<file path="src/rtl/non_alu_seq_if.sv">
// Request / register-read / writeback bundle for the non-ALU instruction sequencer.
// master = environment side (issues requests, serves reads, consumes results); slave = sequencer.
interface non_alu_seq_if;
   logic        req_valid;
   logic        req_ready;
   logic [15:0] req_instr;
   logic        rf_rd_en;
   logic [2:0]  rf_rd_reg;
   logic        rf_rd_valid;
   logic [15:0] rf_rd_data;
   logic        wb_valid;
   logic        wb_ready;
   logic [2:0]  wb_reg;
   logic [15:0] wb_data;
   logic        busy;
   logic        err;

   modport master (
      output req_valid, req_instr, rf_rd_valid, rf_rd_data, wb_ready,
      input  req_ready, rf_rd_en, rf_rd_reg, wb_valid, wb_reg, wb_data, busy, err
   );

   modport slave (
      input  req_valid, req_instr, rf_rd_valid, rf_rd_data, wb_ready,
      output req_ready, rf_rd_en, rf_rd_reg, wb_valid, wb_reg, wb_data, busy, err
   );
endinterface

</file>
<file path="src/rtl/non_alu_seq.sv">
// Sequencer for BTR / LBI / SLBI: optional register read, one-cycle execute, held writeback.
// Optional feature: define NONALU_LBI_BYPASS_EN to send LBI straight from accept to writeback.
module non_alu_seq #(
   parameter int unsigned RD_TIMEOUT = 15
) (
   input  logic         clk,
   input  logic         rst_n,
   non_alu_seq_if.slave bus
);

   localparam logic [4:0] OP_BTR  = 5'b11001;
   localparam logic [4:0] OP_LBI  = 5'b11000;
   localparam logic [4:0] OP_SLBI = 5'b10010;
   localparam logic [3:0] CNT_LAST = 4'(RD_TIMEOUT - 1);

   typedef enum logic [1:0] {
      S_IDLE,
      S_READ,
      S_EXEC,
      S_WB
   } state_t;

   state_t      r_state;
   state_t      w_next_state;
   logic [15:0] r_instr;
   logic [15:0] r_operand;
   logic [3:0]  r_cnt;
   logic [15:0] r_wb_data;
   logic [2:0]  r_wb_reg;
   logic        r_wb_valid;
   logic        r_err;
   logic        r_busy;

   logic        w_accept;
   logic [4:0]  w_op;
   logic        w_err_set;
   logic        w_load_wb;
   logic [15:0] w_src_instr;
   logic [18:0] w_result;

   // Returns {destination register, result word}.
   function automatic logic [18:0] f_result(input logic [15:0] instr, input logic [15:0] operand);
      logic [15:0] rev;
      for (int unsigned i = 0; i < 16; i++) begin
         rev[i] = operand[15 - i];
      end
      case (instr[15:11])
         OP_BTR:  f_result = {instr[4:2], rev};
         OP_LBI:  f_result = {instr[10:8], {8{instr[7]}}, instr[7:0]};
         default: f_result = {instr[10:8], operand[7:0], instr[7:0]};
      endcase
   endfunction

   assign w_accept = bus.req_valid && (r_state == S_IDLE);
   assign w_op     = bus.req_instr[15:11];

`ifdef NONALU_LBI_BYPASS_EN
   // Bypassed LBI is evaluated from the request word in its accept cycle.
   assign w_src_instr = (r_state == S_IDLE) ? bus.req_instr : r_instr;
`else
   assign w_src_instr = r_instr;
`endif

   assign w_result = f_result(w_src_instr, r_operand);

   always_comb begin
      w_next_state = r_state;
      w_err_set    = 1'b0;
      w_load_wb    = 1'b0;
      case (r_state)
         S_IDLE: begin
            if (w_accept) begin
               case (w_op)
                  OP_BTR, OP_SLBI: w_next_state = S_READ;
                  OP_LBI: begin
`ifdef NONALU_LBI_BYPASS_EN
                     w_next_state = S_WB;
                     w_load_wb    = 1'b1;
`else
                     w_next_state = S_EXEC;
`endif
                  end
                  default: w_err_set = 1'b1;
               endcase
            end
         end
         S_READ: begin
            // Read data arriving in the last counted cycle beats the timeout.
            if (bus.rf_rd_valid) begin
               w_next_state = S_EXEC;
            end else if (r_cnt == CNT_LAST) begin
               w_next_state = S_IDLE;
               w_err_set    = 1'b1;
            end
         end
         S_EXEC: begin
            w_next_state = S_WB;
            w_load_wb    = 1'b1;
         end
         S_WB: begin
            if (r_wb_valid && bus.wb_ready) begin
               w_next_state = S_IDLE;
            end
         end
         default: w_next_state = S_IDLE;
      endcase
   end

   always_ff @(posedge clk or negedge rst_n) begin
      if (!rst_n) begin
         r_state    <= S_IDLE;
         r_instr    <= '0;
         r_operand  <= '0;
         r_cnt      <= '0;
         r_wb_data  <= '0;
         r_wb_reg   <= '0;
         r_wb_valid <= 1'b0;
         r_err      <= 1'b0;
         r_busy     <= 1'b0;
      end else begin
         r_state    <= w_next_state;
         r_busy     <= (w_next_state != S_IDLE);
         r_err      <= w_err_set;
         r_wb_valid <= (w_next_state == S_WB);
         if (w_accept) begin
            r_instr <= bus.req_instr;
         end
         if (r_state != S_READ) begin
            r_cnt <= '0;
         end else begin
            r_cnt <= r_cnt + 4'd1;
         end
         if ((r_state == S_READ) && bus.rf_rd_valid) begin
            r_operand <= bus.rf_rd_data;
         end
         if (w_load_wb) begin
            r_wb_reg  <= w_result[18:16];
            r_wb_data <= w_result[15:0];
         end
      end
   end

   assign bus.req_ready = (r_state == S_IDLE);
   assign bus.rf_rd_en  = (r_state == S_READ);
   assign bus.rf_rd_reg = r_instr[10:8];
   assign bus.wb_valid  = r_wb_valid;
   assign bus.wb_reg    = r_wb_reg;
   assign bus.wb_data   = r_wb_data;
   assign bus.busy      = r_busy;
   assign bus.err       = r_err;

endmodule

</file>
<file path="src/flat_wrapper.sv">
// flat-port wrapper written by rule: the top's interface ports become plain ports
module non_alu_seq_flat 
#(
   parameter int unsigned RD_TIMEOUT = 15
)
  (clk, rst_n, bus_req_valid, bus_req_instr, bus_rf_rd_valid, bus_rf_rd_data, bus_wb_ready, bus_req_ready, bus_rf_rd_en, bus_rf_rd_reg, bus_wb_valid, bus_wb_reg, bus_wb_data, bus_busy, bus_err);
  non_alu_seq_if bus_i ();
  input  logic clk;
  input  logic rst_n;
  input wire logic [$bits(bus_i.req_valid)-1:0] bus_req_valid;
  input wire logic [$bits(bus_i.req_instr)-1:0] bus_req_instr;
  input wire logic [$bits(bus_i.rf_rd_valid)-1:0] bus_rf_rd_valid;
  input wire logic [$bits(bus_i.rf_rd_data)-1:0] bus_rf_rd_data;
  input wire logic [$bits(bus_i.wb_ready)-1:0] bus_wb_ready;
  output wire logic [$bits(bus_i.req_ready)-1:0] bus_req_ready;
  output wire logic [$bits(bus_i.rf_rd_en)-1:0] bus_rf_rd_en;
  output wire logic [$bits(bus_i.rf_rd_reg)-1:0] bus_rf_rd_reg;
  output wire logic [$bits(bus_i.wb_valid)-1:0] bus_wb_valid;
  output wire logic [$bits(bus_i.wb_reg)-1:0] bus_wb_reg;
  output wire logic [$bits(bus_i.wb_data)-1:0] bus_wb_data;
  output wire logic [$bits(bus_i.busy)-1:0] bus_busy;
  output wire logic [$bits(bus_i.err)-1:0] bus_err;
  assign bus_i.req_valid = bus_req_valid;
  assign bus_i.req_instr = bus_req_instr;
  assign bus_i.rf_rd_valid = bus_rf_rd_valid;
  assign bus_i.rf_rd_data = bus_rf_rd_data;
  assign bus_i.wb_ready = bus_wb_ready;
  assign bus_req_ready = bus_i.req_ready;
  assign bus_rf_rd_en = bus_i.rf_rd_en;
  assign bus_rf_rd_reg = bus_i.rf_rd_reg;
  assign bus_wb_valid = bus_i.wb_valid;
  assign bus_wb_reg = bus_i.wb_reg;
  assign bus_wb_data = bus_i.wb_data;
  assign bus_busy = bus_i.busy;
  assign bus_err = bus_i.err;
  non_alu_seq #(.RD_TIMEOUT(RD_TIMEOUT)) u_core (.clk(clk), .rst_n(rst_n), .bus(bus_i));
endmodule
</file>
<file path="config.mk">
export PLATFORM = sky130hd
export DESIGN_NAME = non_alu_seq_flat
export DESIGN_NICKNAME = d
export VERILOG_FILES = /design/src/rtl/non_alu_seq_if.sv /design/src/rtl/non_alu_seq.sv /design/src/flat_wrapper.sv
export SDC_FILE = /design/constraint.sdc
export NUM_CORES = 1
export LEC_CHECK = 0
export ABC_AREA = 1
export CAP_MARGIN = 20
export CORE_MARGIN = 4
export CORE_UTILIZATION = 40
export CTS_CLUSTER_SIZE = 16
export DETAILED_ROUTE_END_ITERATION = 10
export PLACE_DENSITY = 0.66
export SKIP_CTS_REPAIR_TIMING = 1
export SLEW_MARGIN = 5
export SYNTH_ARGS = -nofsm -noshare
export SYNTH_HDL_FRONTEND = slang
export SYNTH_SLANG_ARGS = --single-unit
</file>
<file path="constraint.sdc">
create_clock -name clk -period 1.5 [get_ports clk]
set_clock_uncertainty 0.15 [all_clocks]
set_input_delay 0.3 -clock clk [delete_from_list [all_inputs] [get_ports clk]]
set_output_delay 0.3 -clock clk [all_outputs]
set_load 0.02 [all_outputs]
</file>
==> reports/results.ini <==
[logic_synthesis]
seq_area_frac_synth_pct=51.9
synth-compound-area-share_pct=9.22
synthCells=333
synthArstFlopShare_pct=100
synth_top_area_share_pct=51.9
avgSynthCellArea_sq_um=8.68
synth.area.top_cells=dfrtp_1 (52%), nand2_1 (12%), a21oi_2 (4.5%), inv_1 (4.5%), nand4_1 (4.1%)
synth-edff-count=0
synth_xor_area_share_pct=0.303
synthSimpleGateAreaFrac_pct=28.0
muxShareOfSynthArea_pct=0
synth_top_family_by_area=simple AND/OR/NAND/NOR gates
synth_fa_ha_area_share_pct=0.865
yosysWarnings=0
synth_seq_cells=60
synth.most_common_cell=nand2_1
postSynthNetCount=372
yosys-top-cells-count=nand2_1 (89), dfrtp_1 (60), inv_1 (35), nor2_1 (24), a21oi_1 (22)
ys.flop_type=dfrtp_1
syn_area_sq_um=2890
synth_top_cell_by_area=dfrtp_1
ys_types=23

[power]
power-per-cell-area_nw_per_um2=2030
combPwrFrac_pct=47.4
internal-power_mw=4.82
clockPowerShare_pct=18.0
ir_drop_mv=0.789
power.switching_mw=3.23
p_leak_nw=2.12
p_seq_share_pct=34.6
total_power_mw=8.05
p_sw_share_pct=40.2

[critical_path]
rr_startpoint=u_core.r_state[0]
startpoint_type=flip-flop
crit_fanout=4
rrSetupSlack_ns=0.08
crit_path_end_kind=primary output
critical_path_class=reg -> out
endpoint=bus_req_ready
required_ns=1.05
r2r_cells=7
r2r_end=u_core.r_operand[0]
crit_start=u_core.r_state[1]
arrival_ns=1.03

[timing]
fin_tns_setup_ns=0
finalSetupViolCount=0
maxSlewViolCount=0
period_share_pct=98.5
relSlewSlack_pct=77.1
max_freq_ghz=0.677
hold_viol=0
rsz0062_at_grt=yes
fin_crit_ns=1.48
worstMarginPinSlew_ns=0.343

[place]
dp_hpwl_microns=4500
io_buffer_count=63
dp.cells=491
gp_congestion=0.781

[clock_tree]
h-tree-depth=3
clk_path_buf_depth=2
clkLatencyLatePin_ns=0.32
cts_root_buf=clkbuf_8
cts_tree=yes
clock-sinks=60
clk_pin_slew_worst_paths_ns=0.07
cts_buffers=9

[cells_and_area]
final_util_pct=57.5
area_delta_synth_final_pct=37.4
fin_cells=509
num_antenna_cells=0
nFillCells=662
final_nets=447
drive_gt1_share_pct=18.9

[detailed_routing]
antenna_left=0
vias_per_cell=4.65
drtIter0Drc=147
wirelength_microns=6390
drc_errors=0
vias=2369
first_pass_iters=4
routedWlPerCell_microns=12.5

[grt]
grt_max_degree=61
first_global_vias=2282
antenna_found_initial=0
track_usage_pct=15.4
grt_overflow=0
grt_pass1_wl_microns=10700

[floorplanning]
io_pins=64
initial_core_util_pct=41.9
die_area_sq_um=8650
core.rowCount=30
die_h_microns=93.0
core_sq_um=6910
die_w_microns=93.0

[worst_hold_path]
hp-class=reg -> reg

[status]
status=finished clean

[run]
cap_violations=0

through the flow:
stage	hold slack, ns	worst slack, ns	instance area, sq um
final	0.323	0.0224	3970
after global placement	0.183	-0.137	3680
after CTS	-0.174	-0.509	3880
after detailed placement	0.184	-0.139	3680
after floorplan	-0.146	0.0543	2890
after global routing	0.347	-0.0410	3970
worst max-delay path: stages (launching register included):
cell     delay, ns
dfrtp_2       0.45
nor2_4        0.13
buf_6         0.12
power by group through the flow:
stage                     Sequential [mW]  Clock, mW  Combinational (mW)
after global routing                 2.88       1.57                4.23
after global placement               2.79          0                3.80
after CTS                            2.79       1.49                3.87
after floorplan                      3.12          0                2.09
after detailed placement             2.81          0                3.85
final                                2.79       1.45                3.81
logic make-up after synthesis:
family / after synthesis
adders and majority gates: 2
DFF: 60
buffers and inverters: 56
AOI/OAI and AO/OA: 42
xor gates and xnor gates: 1
and+or+nand+nor: 172
placed cells by master, fill, tap and decap left out, types with 17 or more instances in the layout:
| cell type | instances |
|---|---|
| inv_1 | 35 |
| clkdlybuf4s50_1 | 35 |
| dfrtp_1 | 59 |
| a21oi_1 | 22 |
| nand2_1 | 89 |
| dlymetal6s2s_1 | 25 |
| nor2_1 | 24 |
| nand4_1 | 19 |
| nand3_1 | 17 |
layer usage:
layer / track usage (%) / share of wire, % / wire, microns / up-vias
met5: 0 / 0 / 0 / -
met4: 4.03 / 0.88 / 56 / 0
met3: 4.67 / 4.9 / 312 / 4
met2: 23.3 / 47 / 2990 / 56
met1: 21.7 / 47 / 3030 / 1102
li1: - / - / - / 1207
area by class of cell:
cell class                      count  area (sq um)  area share [%]
Sequential cell                    60          1500            37.8
Multi-Input combinational cell    218          1130            28.3
Timing Repair Buffer               81           878            22.1
Clock buffer                       11           151            3.81
Inverter                           38           145            3.65
Tap cell                           96           120            3.02
Clock inverter                      5          50.0            1.26
how the worst min path moves through the flow:
stage	from	end	slack, ns	cells past startpoint
4_1_cts	rst_n	u_core.r_operand[9]	-0.17	2
3_3_place_gp	rst_n	u_core.bus.wb_reg[1]	0.18	2
2_1_floorplan	rst_n	u_core.bus.busy	-0.15	0
3_5_place_dp	rst_n	u_core.r_operand[9]	0.18	2
5_1_grt	u_core.r_operand[8]	u_core.r_operand[8]	0.35	2
6_report	u_core.bus.wb_data[13]	u_core.bus.wb_data[13]	0.32	2
No activity file was read; power rests on OpenSTA's default activity.
